--- config.mk ---
export PLATFORM = sky130hd
export DESIGN_NAME = acc_addsub_ctrl
export DESIGN_NICKNAME = d
export VERILOG_FILES = /design/src/rtl/acc_addsub_ctrl.sv
export SDC_FILE = /design/constraint.sdc
export NUM_CORES = 1
export LEC_CHECK = 0
export ABC_CLOCK_PERIOD_IN_PS = 2800
export CORE_ASPECT_RATIO = 1.25
export CORE_MARGIN = 2
export CORE_UTILIZATION = 48
export CTS_BUF_LIST = sky130_fd_sc_hd__clkbuf_2
export CTS_CLUSTER_DIAMETER = 120
export DETAILED_ROUTE_END_ITERATION = 8
export PLACE_DENSITY_LB_ADDON = 0.05
export SLEW_MARGIN = 5
export SYNTH_ARGS = -nofsm -noshare
export SYNTH_HDL_FRONTEND = slang
export SYNTH_SLANG_ARGS = --single-unit
export TNS_END_PERCENT = 5
--- constraint.sdc ---
create_clock -name clk -period 2.8 [get_ports clk]
set_clock_uncertainty 0.1 [all_clocks]
set_input_delay 0.42 -clock clk [delete_from_list [all_inputs] [get_ports clk]]
set_output_delay 0.42 -clock clk [all_outputs]
set_load 0.05 [all_outputs]
--- src/rtl/acc_addsub_ctrl.sv ---
// Valid/ready sequencing controller around an external 4-bit ripple add/subtract
// datapath; keeps the accumulator, last carry/overflow and a sticky overflow flag.
module acc_addsub_ctrl #(
    parameter int WIDTH  = 4,
    parameter bit SAT_EN = 1'b0
) (
    input  logic             clk,
    input  logic             rst_n,
    input  logic             in_valid,
    output logic             in_ready,
    input  logic [1:0]       in_op,
    input  logic [WIDTH-1:0] in_data,
    output logic [WIDTH-1:0] add_a,
    output logic [WIDTH-1:0] add_b,
    output logic             add_m,
    input  logic [WIDTH-1:0] add_s,
    input  logic             add_c4,
    input  logic             add_v,
    output logic             out_valid,
    input  logic             out_ready,
    output logic [WIDTH-1:0] acc,
    output logic             carry,
    output logic             ovf,
    output logic             ovf_sticky,
    output logic [7:0]       op_count
);

    typedef enum logic [1:0] {
        ST_IDLE = 2'd0,
        ST_EXEC = 2'd1,
        ST_RESP = 2'd2
    } state_t;

    localparam logic [1:0] OP_LOAD  = 2'b00;
    localparam logic [1:0] OP_ADD   = 2'b01;
    localparam logic [1:0] OP_SUB   = 2'b10;
    localparam logic [1:0] OP_CLEAR = 2'b11;

    // Saturation bound chosen by the pre-op sign: positive overflow clamps to max, negative to min.
    function automatic logic [WIDTH-1:0] sat_value(input logic sign);
        sat_value = {sign, {(WIDTH-1){~sign}}};
    endfunction

    state_t             state_r;
    state_t             state_nxt_s;
    logic [1:0]         op_r;
    logic [WIDTH-1:0]   b_r;
    logic [WIDTH-1:0]   acc_r;
    logic               carry_r;
    logic               ovf_r;
    logic               sticky_r;
    logic [7:0]         count_r;
    logic               in_ready_r;
    logic               out_valid_r;

    logic [WIDTH-1:0]   res_acc_s;
    logic               res_carry_s;
    logic               res_ovf_s;
    logic               res_sticky_s;
    logic [WIDTH-1:0]   add_b_s;
    logic               add_m_s;

    // Next-state decode, adder drive and the EXEC result selection.
    always_comb begin
        state_nxt_s  = state_r;
        add_b_s      = {WIDTH{1'b0}};
        add_m_s      = 1'b0;
        res_acc_s    = acc_r;
        res_carry_s  = carry_r;
        res_ovf_s    = ovf_r;
        res_sticky_s = sticky_r;
        case (state_r)
            ST_IDLE: begin
                if (in_valid) begin
                    state_nxt_s = ST_EXEC;
                end else begin
                    state_nxt_s = ST_IDLE;
                end
            end
            ST_EXEC: begin
                state_nxt_s = ST_RESP;
                add_b_s     = b_r;
                add_m_s     = (op_r == OP_SUB);
                case (op_r)
                    OP_LOAD: begin
                        res_acc_s   = b_r;
                        res_carry_s = 1'b0;
                        res_ovf_s   = 1'b0;
                    end
                    OP_ADD, OP_SUB: begin
                        res_acc_s    = (SAT_EN && add_v) ? sat_value(acc_r[WIDTH-1]) : add_s;
                        res_carry_s  = add_c4;
                        res_ovf_s    = add_v;
                        res_sticky_s = sticky_r | add_v;
                    end
                    OP_CLEAR: begin
                        res_acc_s    = {WIDTH{1'b0}};
                        res_carry_s  = 1'b0;
                        res_ovf_s    = 1'b0;
                        res_sticky_s = 1'b0;
                    end
                    default: begin
                        res_acc_s = acc_r;
                    end
                endcase
            end
            ST_RESP: begin
                if (out_ready) begin
                    state_nxt_s = ST_IDLE;
                end else begin
                    state_nxt_s = ST_RESP;
                end
            end
            default: begin
                state_nxt_s = ST_IDLE;
            end
        endcase
    end

    // State, request capture, result registers and handshake flags; reset wins over everything.
    always_ff @(posedge clk) begin
        if (!rst_n) begin
            state_r     <= ST_IDLE;
            op_r        <= 2'b00;
            b_r         <= {WIDTH{1'b0}};
            acc_r       <= {WIDTH{1'b0}};
            carry_r     <= 1'b0;
            ovf_r       <= 1'b0;
            sticky_r    <= 1'b0;
            count_r     <= 8'd0;
            in_ready_r  <= 1'b1;
            out_valid_r <= 1'b0;
        end else begin
            state_r     <= state_nxt_s;
            in_ready_r  <= (state_nxt_s == ST_IDLE);
            out_valid_r <= (state_nxt_s == ST_RESP);
            if (state_r == ST_IDLE && in_valid) begin
                op_r <= in_op;
                b_r  <= in_data;
            end
            if (state_r == ST_EXEC) begin
                acc_r    <= res_acc_s;
                carry_r  <= res_carry_s;
                ovf_r    <= res_ovf_s;
                sticky_r <= res_sticky_s;
            end
            if (state_r == ST_RESP && out_ready) begin
                count_r <= count_r + 8'd1;
            end
        end
    end

    assign in_ready   = in_ready_r;
    assign out_valid  = out_valid_r;
    assign add_a      = acc_r;
    assign add_b      = add_b_s;
    assign add_m      = add_m_s;
    assign acc        = acc_r;
    assign carry      = carry_r;
    assign ovf        = ovf_r;
    assign ovf_sticky = sticky_r;
    assign op_count   = count_r;

endmodule

* Word-level counts from Yosys, hierarchy flattened
Cells that the tools add are included. W data, S select, Z words.
Word-level totals: logic and storage cells 36, output and inout bits 26, input bits 16, register bits after elaboration 25
Operators by class: bitwise gates (word level) 1, reduce and logical (&&, ||, !) cells 9, muxes and demuxes 9, add/subtract/negate cells 1, eq/ne operators 6
Operators by type and width (number):
- $pmux W4 S3 | 1
- $add A8 B1 Y8 const B | 1
- $eq A2 B2 Y1 const B | 4
- $logic_not A2 Y1 | 3
- $pmux W1 S2 | 3
- $pmux W2 S3 | 1
- $eq A2 B1 Y1 const B | 2
- $mux W4 | 1
- $reduce_or A2 Y1 | 2
- $logic_and A1 B1 Y1 | 2
- $mux W1 | 2
- $mux W2 | 1
- $reduce_and A2 Y1 | 1
- $reduce_bool A2 Y1 | 1
- $or A1 B1 Y1 | 1

* Depth between registers and ports, before layout
depth in word-level cells 4, mapped depth 5, gate-level depth less buffers 5

* Worst setup path after synthesis
No wires, ideal clock.
path type register to output, start point reg state_r[1], end point out add_b[0], buffers on the path 2, data required time 2.280 ns, arrival 1.319 ns, slack 0.961 ns, cell stages (with the launch flop) 5, cells stage by stage dfxtp_1 and2b_2 buf_2 buf_2 and2_1
On the way: cells in the longest elaborated chain, start to end 2
RTL lines:
- from (decl) | RTL line 44 | state_t state_r;
- from (signal assigned) | RTL line 134 | state_r <= state_nxt_s;
- $eq A2 B1 Y1 | RTL line 72 | case (state_r)
- $mux W4 | RTL line 72
- to (decl) | RTL line 14 | output logic [WIDTH-1:0] add_b,
Every way passes these cells.

* Worst setup path after layout
start point reg state_r[1], end point out add_b[3]
The elaborated chain is that of the path after synthesis.

==> metrics.log <==
[metrics] status: finished clean
[metrics] root buffer cell: sky130_fd_sc_hd__clkbuf_2
[metrics] iteration-0 DRC count of the detailed router: 12
[metrics] clock sinks: 25
[metrics] remaining number of nets flagged by the antenna check after routing: 0
[metrics] maximum VDD drop: around 0.00035 V
[metrics] Global Route met2 Usage: 0.3190
[metrics] Clock Pin Slew Worst Setup and Hold Paths: about 0.25 ns
[metrics] met3 track utilization from global routing: 0.02492
[metrics] kind of start point of the critical path: register
[metrics] count of filler cells inserted in the layout: 189
[metrics] hold path startpoint: ovf
[metrics] Resized cells post-CTS: 0
[metrics] post-synth top area cell: sky130_fd_sc_hd__dfxtp_1
[metrics] r2r endpoint: ovf_sticky
[metrics] estimated wirelength of the detail-placed design: 1.775 mm
[metrics] Die ar.: roughly 0.0027 mm^2
[metrics] sequential area share after synthesis: 0.4510
[metrics] Final GP Congestion: 0.7567
[metrics] final-layout setup total negative slack: 0 ns
[metrics] leakage power of the design: between 0.0005 and 0.0006 uW
[metrics] pre-CTS setup slack: roughly 0.54 ns
[metrics] Worst Setup Path Type: register to output port
[metrics] final antenna diode count: 0
[metrics] Critical Path Slowest Stage Cell: sky130_fd_sc_hd__clkdlybuf4s50_1
[metrics] number of register bits inferred by synthesis: 25
[metrics] proportion of layout cells with a drive suffix above 1: 0.05769
[metrics] I/O Pins: 42
[metrics] horizontal die dimension: ~47 um
[metrics] post-synthesis cell area: ~0.0011 mm^2
[metrics] DR pass1 iterations: 4
[metrics] TritonCTS clock tree: built
[metrics] final global-route overflow total: 0
[metrics] top-area cell type share of the netlist area: 0.4510
[metrics] via count of the first global-routing pass: 890
[metrics] routed wire length: ~2.3 mm
[metrics] setup fix buffers added after clock tree synthesis: 0
[metrics] worst reg2reg path depth: 5
[metrics] met1 usage: 0.2358
[metrics] CTS H-Tree Depth: 1
[metrics] critical path data required time: 2.28 ns
[metrics] hold-fix buffer count after cts: 0
[metrics] Cells after Synth: about 120
[metrics] cell breakdown of the critical path: and2b_2 -> and2_1 -> clkdlybuf4s50_1
[metrics] number of nets in the final layout: about 180
[metrics] Area growth syn-to-layout: 38.44%
[metrics] Min Clock Period, post-route: ~2.7 ns
[metrics] setup repair after global routing missed its margin: false
[metrics] number of buffers between clock root and the deepest sink: 2
[metrics] Achievable Freq: 372.0 MHz
[metrics] CP arrival: approximately 2.2 ns
[metrics] fin. max-slew vios: 0
[metrics] Worst-Margin Slew: around 0.64 ns
[metrics] register-to-register setup slack: roughly 1.3 ns
[metrics] Avg Cell Area, Syn: 9.326 um^2
[metrics] total clock buffers created by CTS: 3
[metrics] number of library cell types mapped by synthesis: 29
[metrics] r2r startpoint: op_r[0]
[metrics] number of placement rows: 19
[metrics] Worst Setup SP: state_r[1]
[metrics] commonest cells after routing, fill and taps aside: sky130_fd_sc_hd__clkdlybuf4s50_1 (41), sky130_fd_sc_hd__dfxtp_1 (25), sky130_fd_sc_hd__nor2_1 (13)
[metrics] post-synth net total: 139
[metrics] setup-violating endpoint count in the final report: 0
[metrics] WL/cell: ~12 um
[metrics] Die Height: around 58 um
[metrics] biggest area contributors in the synthesized netlist: sky130_fd_sc_hd__dfxtp_1 (45%), sky130_fd_sc_hd__mux2i_1 (6.3%), sky130_fd_sc_hd__ha_1 (4.5%)
[metrics] power per unit of standard cell area: around 450 mW/mm^2
[metrics] Vias/cell: between 5 and 6
[metrics] GRT Resource Usage Total: 0.1893
[metrics] Placeable Area: approximately 0.0022 mm^2
[metrics] global-route wire length before repair: ~3.8 mm
[metrics] end point of the most critical hold path: ovf
[metrics] worst path setup slack after routing: approximately 0.11 ns
[metrics] Max FO, Critical Path: 19
[metrics] pin count of the biggest net entering global routing: 22
[metrics] capturing element type of the critical path: output port
[metrics] I/O Buffers: 41
[metrics] initial antenna violation count: 0
[metrics] most common library cell in the layout ignoring fill and taps: sky130_fd_sc_hd__clkdlybuf4s50_1
[metrics] Slowest Stage Delay on Critical Path: around 0.8 ns
[metrics] Final period util: 0.9599
[metrics] insertion delay of the later-clocked pin in the worst-skew pair: ~0.36 ns
[metrics] count of max-cap constraint violations: 0
[metrics] hold violation count in the final report: 0
[metrics] YS warnings: 0
[metrics] global route hottest layer: met2
[metrics] classification of the worst-slack hold path: register to register
[metrics] detailed-route via count: 964
[metrics] remaining routing DRC violations: 0
[metrics] worst slew margin relative to its limit: 0.5698
[metrics] Initial Util: 0.5074
[metrics] number of instances on the worst hold path: 2
-- power by group --
group,internal [uW],total [uW],leakage (uW),switching [uW]
Clock,33.1,147,0.0000126,114
Sequential,373,385,0.000204,12.1
Combinational,66.0,156,0.000343,90.1
Total,472,688,0.000560,216
-- sequential cells by signal, summed over array words and instances (netlist names) --
signal and flops:
acc 4, carry 1, b_r 4, state_r 2, out_valid 1, in_ready 1
ovf_sticky 1, op_count 8, op_r 2, ovf 1
-- kinds of logic after synthesis --
logic type	count (synthesis)	synth area share
and+or+nand+nor	49	0.2559
DFF	25	0.4510
AOI/OAI and AO/OA	21	0.1195
buffers and inverters	12	0.05750
muxes	7	0.06314
adders and majority gates	4	0.04510
xor gates and xnor gates	1	0.007893
-- cells in the mapped netlist --
library cell               count
sky130_fd_sc_hd__nor3b_1       3
sky130_fd_sc_hd__buf_2         3
sky130_fd_sc_hd__o31ai_1       2
sky130_fd_sc_hd__nand3b_4      1
sky130_fd_sc_hd__a211oi_1      1
sky130_fd_sc_hd__dfxtp_1      25
sky130_fd_sc_hd__or4_1         2
sky130_fd_sc_hd__nor2_1       13
sky130_fd_sc_hd__o21ai_0       3
sky130_fd_sc_hd__o21a_1        2
sky130_fd_sc_hd__nand3b_1      4
sky130_fd_sc_hd__nand2b_1      2
sky130_fd_sc_hd__xor2_1        1
sky130_fd_sc_hd__nand4b_1      1
sky130_fd_sc_hd__or3_1         2
sky130_fd_sc_hd__mux2i_1       7
sky130_fd_sc_hd__or2_2         1
sky130_fd_sc_hd__and2_1        6
sky130_fd_sc_hd__or3_2         1
sky130_fd_sc_hd__ha_1          4
sky130_fd_sc_hd__nand3_1       3
sky130_fd_sc_hd__nand2_1       7
sky130_fd_sc_hd__a21oi_1       9
sky130_fd_sc_hd__clkbuf_1      2
sky130_fd_sc_hd__a311oi_1      4
sky130_fd_sc_hd__buf_4         4
sky130_fd_sc_hd__nand4_1       2
sky130_fd_sc_hd__inv_1         3
sky130_fd_sc_hd__and2b_2       1
-- worst max path at each step --
stage,to,slack [ns],depth (start not counted)
floorplan,add_b[0],0.96,4
global placement,add_m,0.56,3
detailed placement,add_b[3],0.54,3
CTS,add_b[3],0.10,3
global route,add_b[2],0.004,3
finish,add_b[3],0.11,3
-- per-stage QoR --
step           instance area, um^2    util  hold slack (ns)  total power (uW)  cells
2_1_floorplan                 1110       -           0.3609             493.6    119
3_3_place_gp                  1514  0.6922           0.3566             545.4    183
3_5_place_dp                  1514  0.6922           0.3691             549.2    183
4_1_cts                       1536  0.7025           0.3964             693.5    187
5_1_grt                       1536  0.7025           0.4129             719.3    187
6_report                      1536  0.7025           0.3977             687.8    187
-- metal layers --
layer	wire [um]	part of all wire
met1	974	0.42
met2	1200	0.52
met3	100	0.043
met4	26	0.011
met5	0	0
-- layout make-up --
| type | instances | area (um^2) | area share |
|---|---|---|---|
| tap | 31 | 38.79 | 0.02524 |
| multi-input combinational | 82 | 545.5 | 0.3550 |
| sequential | 25 | 500.5 | 0.3257 |
| timing repair buffer | 42 | 417.9 | 0.2720 |
| clock inverter | 1 | 7.507 | 0.004886 |
| inverter | 3 | 11.26 | 0.007329 |
| clock buffer | 3 | 15.01 | 0.009772 |
-- worst max-delay path: cells and delay by family, from the launching register on --
| kind | cells | cell delay (ns) |
|---|---|---|
| flops | 1 | 0.42 |
| buf+inv | 1 | 0.80 |
| simple gates | 2 | 0.60 |
No activity file was read; power rests on OpenSTA's default activity.
